`config.mk`:
```
export PLATFORM = sky130hd
export DESIGN_NAME = level_gen
export DESIGN_NICKNAME = d
export VERILOG_FILES = /design/src/rtl/level_gen.sv
export SDC_FILE = /design/constraint.sdc
export NUM_CORES = 1
export LEC_CHECK = 0
export CORE_AREA = 2 2 39 41
export CTS_CLUSTER_DIAMETER = 30
export DETAILED_ROUTE_END_ITERATION = 7
export DIE_AREA = 0 0 41 43
export HOLD_SLACK_MARGIN = 0.05
export PLACE_DENSITY = 0.68
export SETUP_SLACK_MARGIN = 0.4
export SYNTH_ARGS = -nofsm -noshare
export SYNTH_HDL_FRONTEND = slang
export SYNTH_SLANG_ARGS = --single-unit
export TNS_END_PERCENT = 20
```
`constraint.sdc`:
```
create_clock -name clk -period 2.76 [get_ports clk]
set_clock_uncertainty 0.2 [all_clocks]
set_input_delay 0.552 -clock clk [delete_from_list [all_inputs] [get_ports clk]]
set_output_delay 0.552 -clock clk [all_outputs]
set_load 0.02 [all_outputs]
```
`src/rtl/level_gen.sv`:
```
// level_gen: rebuilds a clean registered level from single-cycle request pulses.
//
// A `rise` pulse drives `a` high and a `down` pulse drives it low, one cycle
// after the request. Each new level is held for a minimum number of cycles
// (MIN_HIGH after going high, MIN_LOW after going low). An opposite request
// that arrives during the hold is queued and applied as soon as the hold
// expires. A request matching the current level cancels a queued toggle.
// Simultaneous rise and down requests are ignored and reported on `err`.
//
// Handshake: there is no ready/backpressure. `rise` and `down` are request
// pulses sampled on every rising clock edge. A request is accepted in the
// cycle it is high. It either acts at once, or is queued (`pend`), or is
// ignored.
//
// Parameters:
//   MIN_HIGH : minimum cycles `a` stays 1 after rising  (1 .. 2**CW)
//   MIN_LOW  : minimum cycles `a` stays 0 after falling (1 .. 2**CW)
//   CW       : hold counter width
//
// Ports:
//   clk  : clock, rising edge
//   rst  : asynchronous reset, active high
//   rise : request to drive `a` high
//   down : request to drive `a` low
//   a    : generated level (registered)
//   busy : minimum-time hold active, i.e. hold counter nonzero (registered)
//   pend : an opposite request is queued (registered)
//   err  : one-cycle pulse after a cycle with rise and down both high (registered)

module level_gen #(
  parameter int MIN_HIGH = 4,
  parameter int MIN_LOW  = 4,
  parameter int CW       = 8
) (
  input  logic clk,
  input  logic rst,
  input  logic rise,
  input  logic down,
  output logic a,
  output logic busy,
  output logic pend,
  output logic err
);

  // State bit 1 is the level and state bit 0 is the hold flag. Because of
  // this encoding, `a` and `busy` come straight from flops.
  typedef enum logic [1:0] {
    LOW_IDLE  = 2'b00,
    LOW_HOLD  = 2'b01,
    HIGH_IDLE = 2'b10,
    HIGH_HOLD = 2'b11
  } state_t;

  // Counter reload values. The counter holds the remaining extra cycles,
  // so a minimum time of 1 means no hold at all.
  localparam logic [CW-1:0] HIGH_LOAD = CW'(MIN_HIGH - 1);
  localparam logic [CW-1:0] LOW_LOAD  = CW'(MIN_LOW - 1);

  state_t          state_q, state_d;
  logic [CW-1:0]   cnt_q, cnt_d;
  logic            pend_q, pend_d;
  logic            err_q, err_d;

  logic            level;
  logic            cnt_zero;
  logic [CW-1:0]   cnt_dec;
  logic            conflict;
  logic            req_high;
  logic            req_low;
  logic            req_opp;
  logic            req_same;
  logic            next_level;

  // Request decode
  always_comb begin
    level    = state_q[1];
    cnt_zero = (cnt_q == '0);
    conflict = rise & down;
    // A conflicting cycle counts as "no request" for the level logic.
    req_high = rise & ~down;
    req_low  = down & ~rise;
    req_opp  = level ? req_low  : req_high;
    req_same = level ? req_high : req_low;
    // The counter saturates at zero.
    cnt_dec  = cnt_zero ? '0 : (cnt_q - CW'(1));
  end

  // Next-state logic
  always_comb begin
    next_level = level;
    cnt_d      = cnt_dec;
    pend_d     = pend_q;
    err_d      = conflict;

    if (pend_q && req_same) begin
      // A request back to the current level withdraws the queued toggle.
      // This takes priority even when the hold has just expired.
      pend_d = 1'b0;
    end else if (cnt_zero && (pend_q || req_opp)) begin
      // Toggle. Load the hold for the new level and clear any queued request.
      next_level = ~level;
      cnt_d      = level ? LOW_LOAD : HIGH_LOAD;
      pend_d     = 1'b0;
    end else if (req_opp) begin
      // Opposite request during the hold: queue it. A second queued
      // request is absorbed because pend is already set.
      pend_d = 1'b1;
    end

    case ({next_level, (cnt_d != '0)})
      2'b00:   state_d = LOW_IDLE;
      2'b01:   state_d = LOW_HOLD;
      2'b10:   state_d = HIGH_IDLE;
      default: state_d = HIGH_HOLD;
    endcase
  end

  // State registers
  always_ff @(posedge clk or posedge rst) begin
    if (rst) begin
      state_q <= LOW_IDLE;
      cnt_q   <= '0;
      pend_q  <= 1'b0;
      err_q   <= 1'b0;
    end else begin
      state_q <= state_d;
      cnt_q   <= cnt_d;
      pend_q  <= pend_d;
      err_q   <= err_d;
    end
  end

  // All outputs are flop outputs. There is no input-to-output path.
  assign a    = state_q[1];
  assign busy = state_q[0];
  assign pend = pend_q;
  assign err  = err_q;

endmodule

```
==> impl_metrics.toml <==
[yosys]
synth_edf_count = 0
syn_nets = 67
synth_compound_area_frac = 0.114
synth.cell_area_um2 = 639
synth_xor_area_frac = 0.0548
synthSimpleGateAreaFrac = 0.280
ys_types = 26
synth-warning-count = 0
ys_seq_elements = 12
synth_top_family_by_area = "simple AND/OR/NAND/NOR gates"
synth-adder-area-share = 0.0391
muxShareOfSynthArea = 0.0176
netlist_instances = 61
ys_seq_area_frac = 0.470
synth-main-ff-cell = "dfrtp_1"
avgSynthCellArea_um2 = 10.5
async_flop_share = 1.00

[finish]
layout-drive-gt1-share = 0.203
area_delta_synth_final_pct = 22.9
fill_cells = 118
multi_input_area_um2 = 325
seqCellArea_um2 = 300
stdcell_count = 90
n_antenna_cell = 0
final_nets = 81

[sta]
setup_viol = 0
rsz0062_at_grt = "false"
finalSetupTns_ns = 0
period_needed_ns = 2.23
worst_slack_ns = 0.528
slew_headroom = 0.687
hold_violations = 0
tightest_slew_ns = 0.469
worst_hold_slack_ns = 0.331
timing.final.crit_share = 0.809
slew_violations = 0
fmax_mhz = 448

[cts]
cts_num_sinks = 12
numCtsBuffers = 3
cts_tree = "done"
clk_latency_ns = 0.29
clock-root-buffer = "clkbuf_4"
clk_pin_slew_ns = 0.09
cts_buffer_depth = 2
ctsHoldBuffers = 0
htreeDepth = 1

[worst_setup_path]
worstSetupPathType = "reg2reg"
startpoint_type = "flop"
crit_arrival_ns = 2.19
required_ns = 2.72
path_max_fanout = 5
r2r_start = "cnt_q[0]"
cp-end-kind = "flop"
worstSetupStartpoint = "cnt_q[0]"

[grt]
grt.total_usage = 0.179
grt_pass1_wl_mm = 2.04
overflow = 0
first_global_vias = 458
grt_antenna_before_repair = 0
grt_max_degree = 13

[run_status]
outcome = "completed"

[place]
pre_cts_ws_ns = 0.340
hpwl_um = 800
port_buffers = 7
place_congestion = 0.763
place_inst = 83

[hold_path]
hp-class = "reg2reg"
min-delay-start = "state_q[1]"

[detailed_routing]
drtIter0Drc = 5
dr.pass1.iters = 4
post_drt_wl_per_cell_um = 13.1
routed.top_layer = "met4"
vias = 501
route.met2.wl_um = 544
via_per_inst = 5.57
met3_length_um = 50
detail-route-antenna-nets = 0
wl_met1_um = 553
drc = 0
drt_wl_total_mm = 1.18

[floorplan]
dieArea_um2 = 1760
start_util = 0.462
core_area_um2 = 1380
row_count = 14
num_io_pins = 8
die_h_um = 43
chipWidth_um = 41

[pwr]
internal_power_uw = 515
p_comb_frac = 0.406
irDropWorstVdd_v = 0.000585
swShare = 0.399
p_per_area_nw_per_um2 = 1090
p_sw_uw = 342
p_leak_nw = 0.332
clkPwrFrac = 0.175
p_seq_frac = 0.418

[job]
drv_cap = 0
==> sequential cells by signal, indices dropped and copies added, names as in the netlist <==
signal and count:
cnt_q 8, err 1, pend 1, state_q 2
==> worst max-delay path, stage by stage, from the launching register on <==
cell,delay (ns)
dfrtp_1,0.43
inv_2,0.08
ha_2,0.18
nor4b_4,0.26
nor4b_4,0.36
buf_4,0.19
a32oi_1,0.04
or3_1,0.37
==> stage by stage <==
stage | area (um2) | power (mW) | utilization
3_3_place_gp | 724 | 0.688 | 0.524
6_report | 786 | 0.857 | 0.568
3_5_place_dp | 724 | 0.692 | 0.524
2_1_floorplan | 639 | 0.601 | -
4_1_cts | 761 | 0.843 | 0.550
5_1_grt | 786 | 0.939 | 0.568
==> power groups by stage <==
stage,sequential (mW),combinational (mW),clock [mW]
2_1_floorplan,0.348,0.253,0
3_3_place_gp,0.358,0.330,0
3_5_place_dp,0.359,0.334,0
4_1_cts,0.355,0.338,0.150
5_1_grt,0.377,0.400,0.162
6_report,0.358,0.348,0.150
==> path summary, 6_finish.rpt <==
kind / depth (start not counted) / to / slack [ns]
max: 7 / state_q[0] / 0.53
min: 1 / state_q[1] / 0.33
max reg2reg: 7 / state_q[0] / 0.53
min reg2reg: 1 / state_q[1] / 0.33
max in group asynchronous: 2 / cnt_q[2] / 1.67
min in group asynchronous: 2 / cnt_q[6] / 0.37
==> logic make-up after synthesis <==
| family | count (synthesis) |
|---|---|
| AND/OR/NAND/NOR | 26 |
| AO/OA/AOI/OAI | 12 |
| flip-flops | 12 |
| XOR/XNOR | 4 |
| buffers and inverters | 4 |
| adder cells (fa/ha/maj) | 2 |
| multiplexers | 1 |
==> timing repair <==
action                                  in CTS  in global routing
setup buffers                                0                  3
endpoints found under the setup margin       0                  2
resized for setup                            0                  2
==> layout by cell type, fill, tap and decap left out, types with 3 or more instances in the layout <==
cell type and n:
xnor2_1 3, nor3_1 3, nor2_1 8, buf_4 3
or3_1 4, clkbuf_4 3, dfrtp_1 12, o21ai_0 7
clkdlybuf4s50_1 7
==> metal layers <==
layer  vias to the layer above  GRT usage
met5                         -          0
met2                        15      0.231
li1                        245          -
met4                         0      0.120
met1                       236      0.253
met3                         5     0.0471
==> synthesized netlist by cell type (all sizes together) (2+ instances only) <==
cell type  count  area (um2)
inv            3        11.3
or3            4        25.0
a21o           2        16.3
o21ai          7        35.0
dfrtp         12         300
ha             2        25.0
nor2           8        30.0
xnor2          3        26.3
nor3           3        15.0
nor4b          2        47.6
==> final cells by class <==
type	count	share of cell area
Clock buffer	4	0.0462
Timing Repair Buffer	10	0.118
Tap cell	16	0.0255
Multi-Input combinational cell	45	0.414
Inverter	3	0.0143
Sequential cell	12	0.382
No activity file was read; power rests on OpenSTA's default activity.
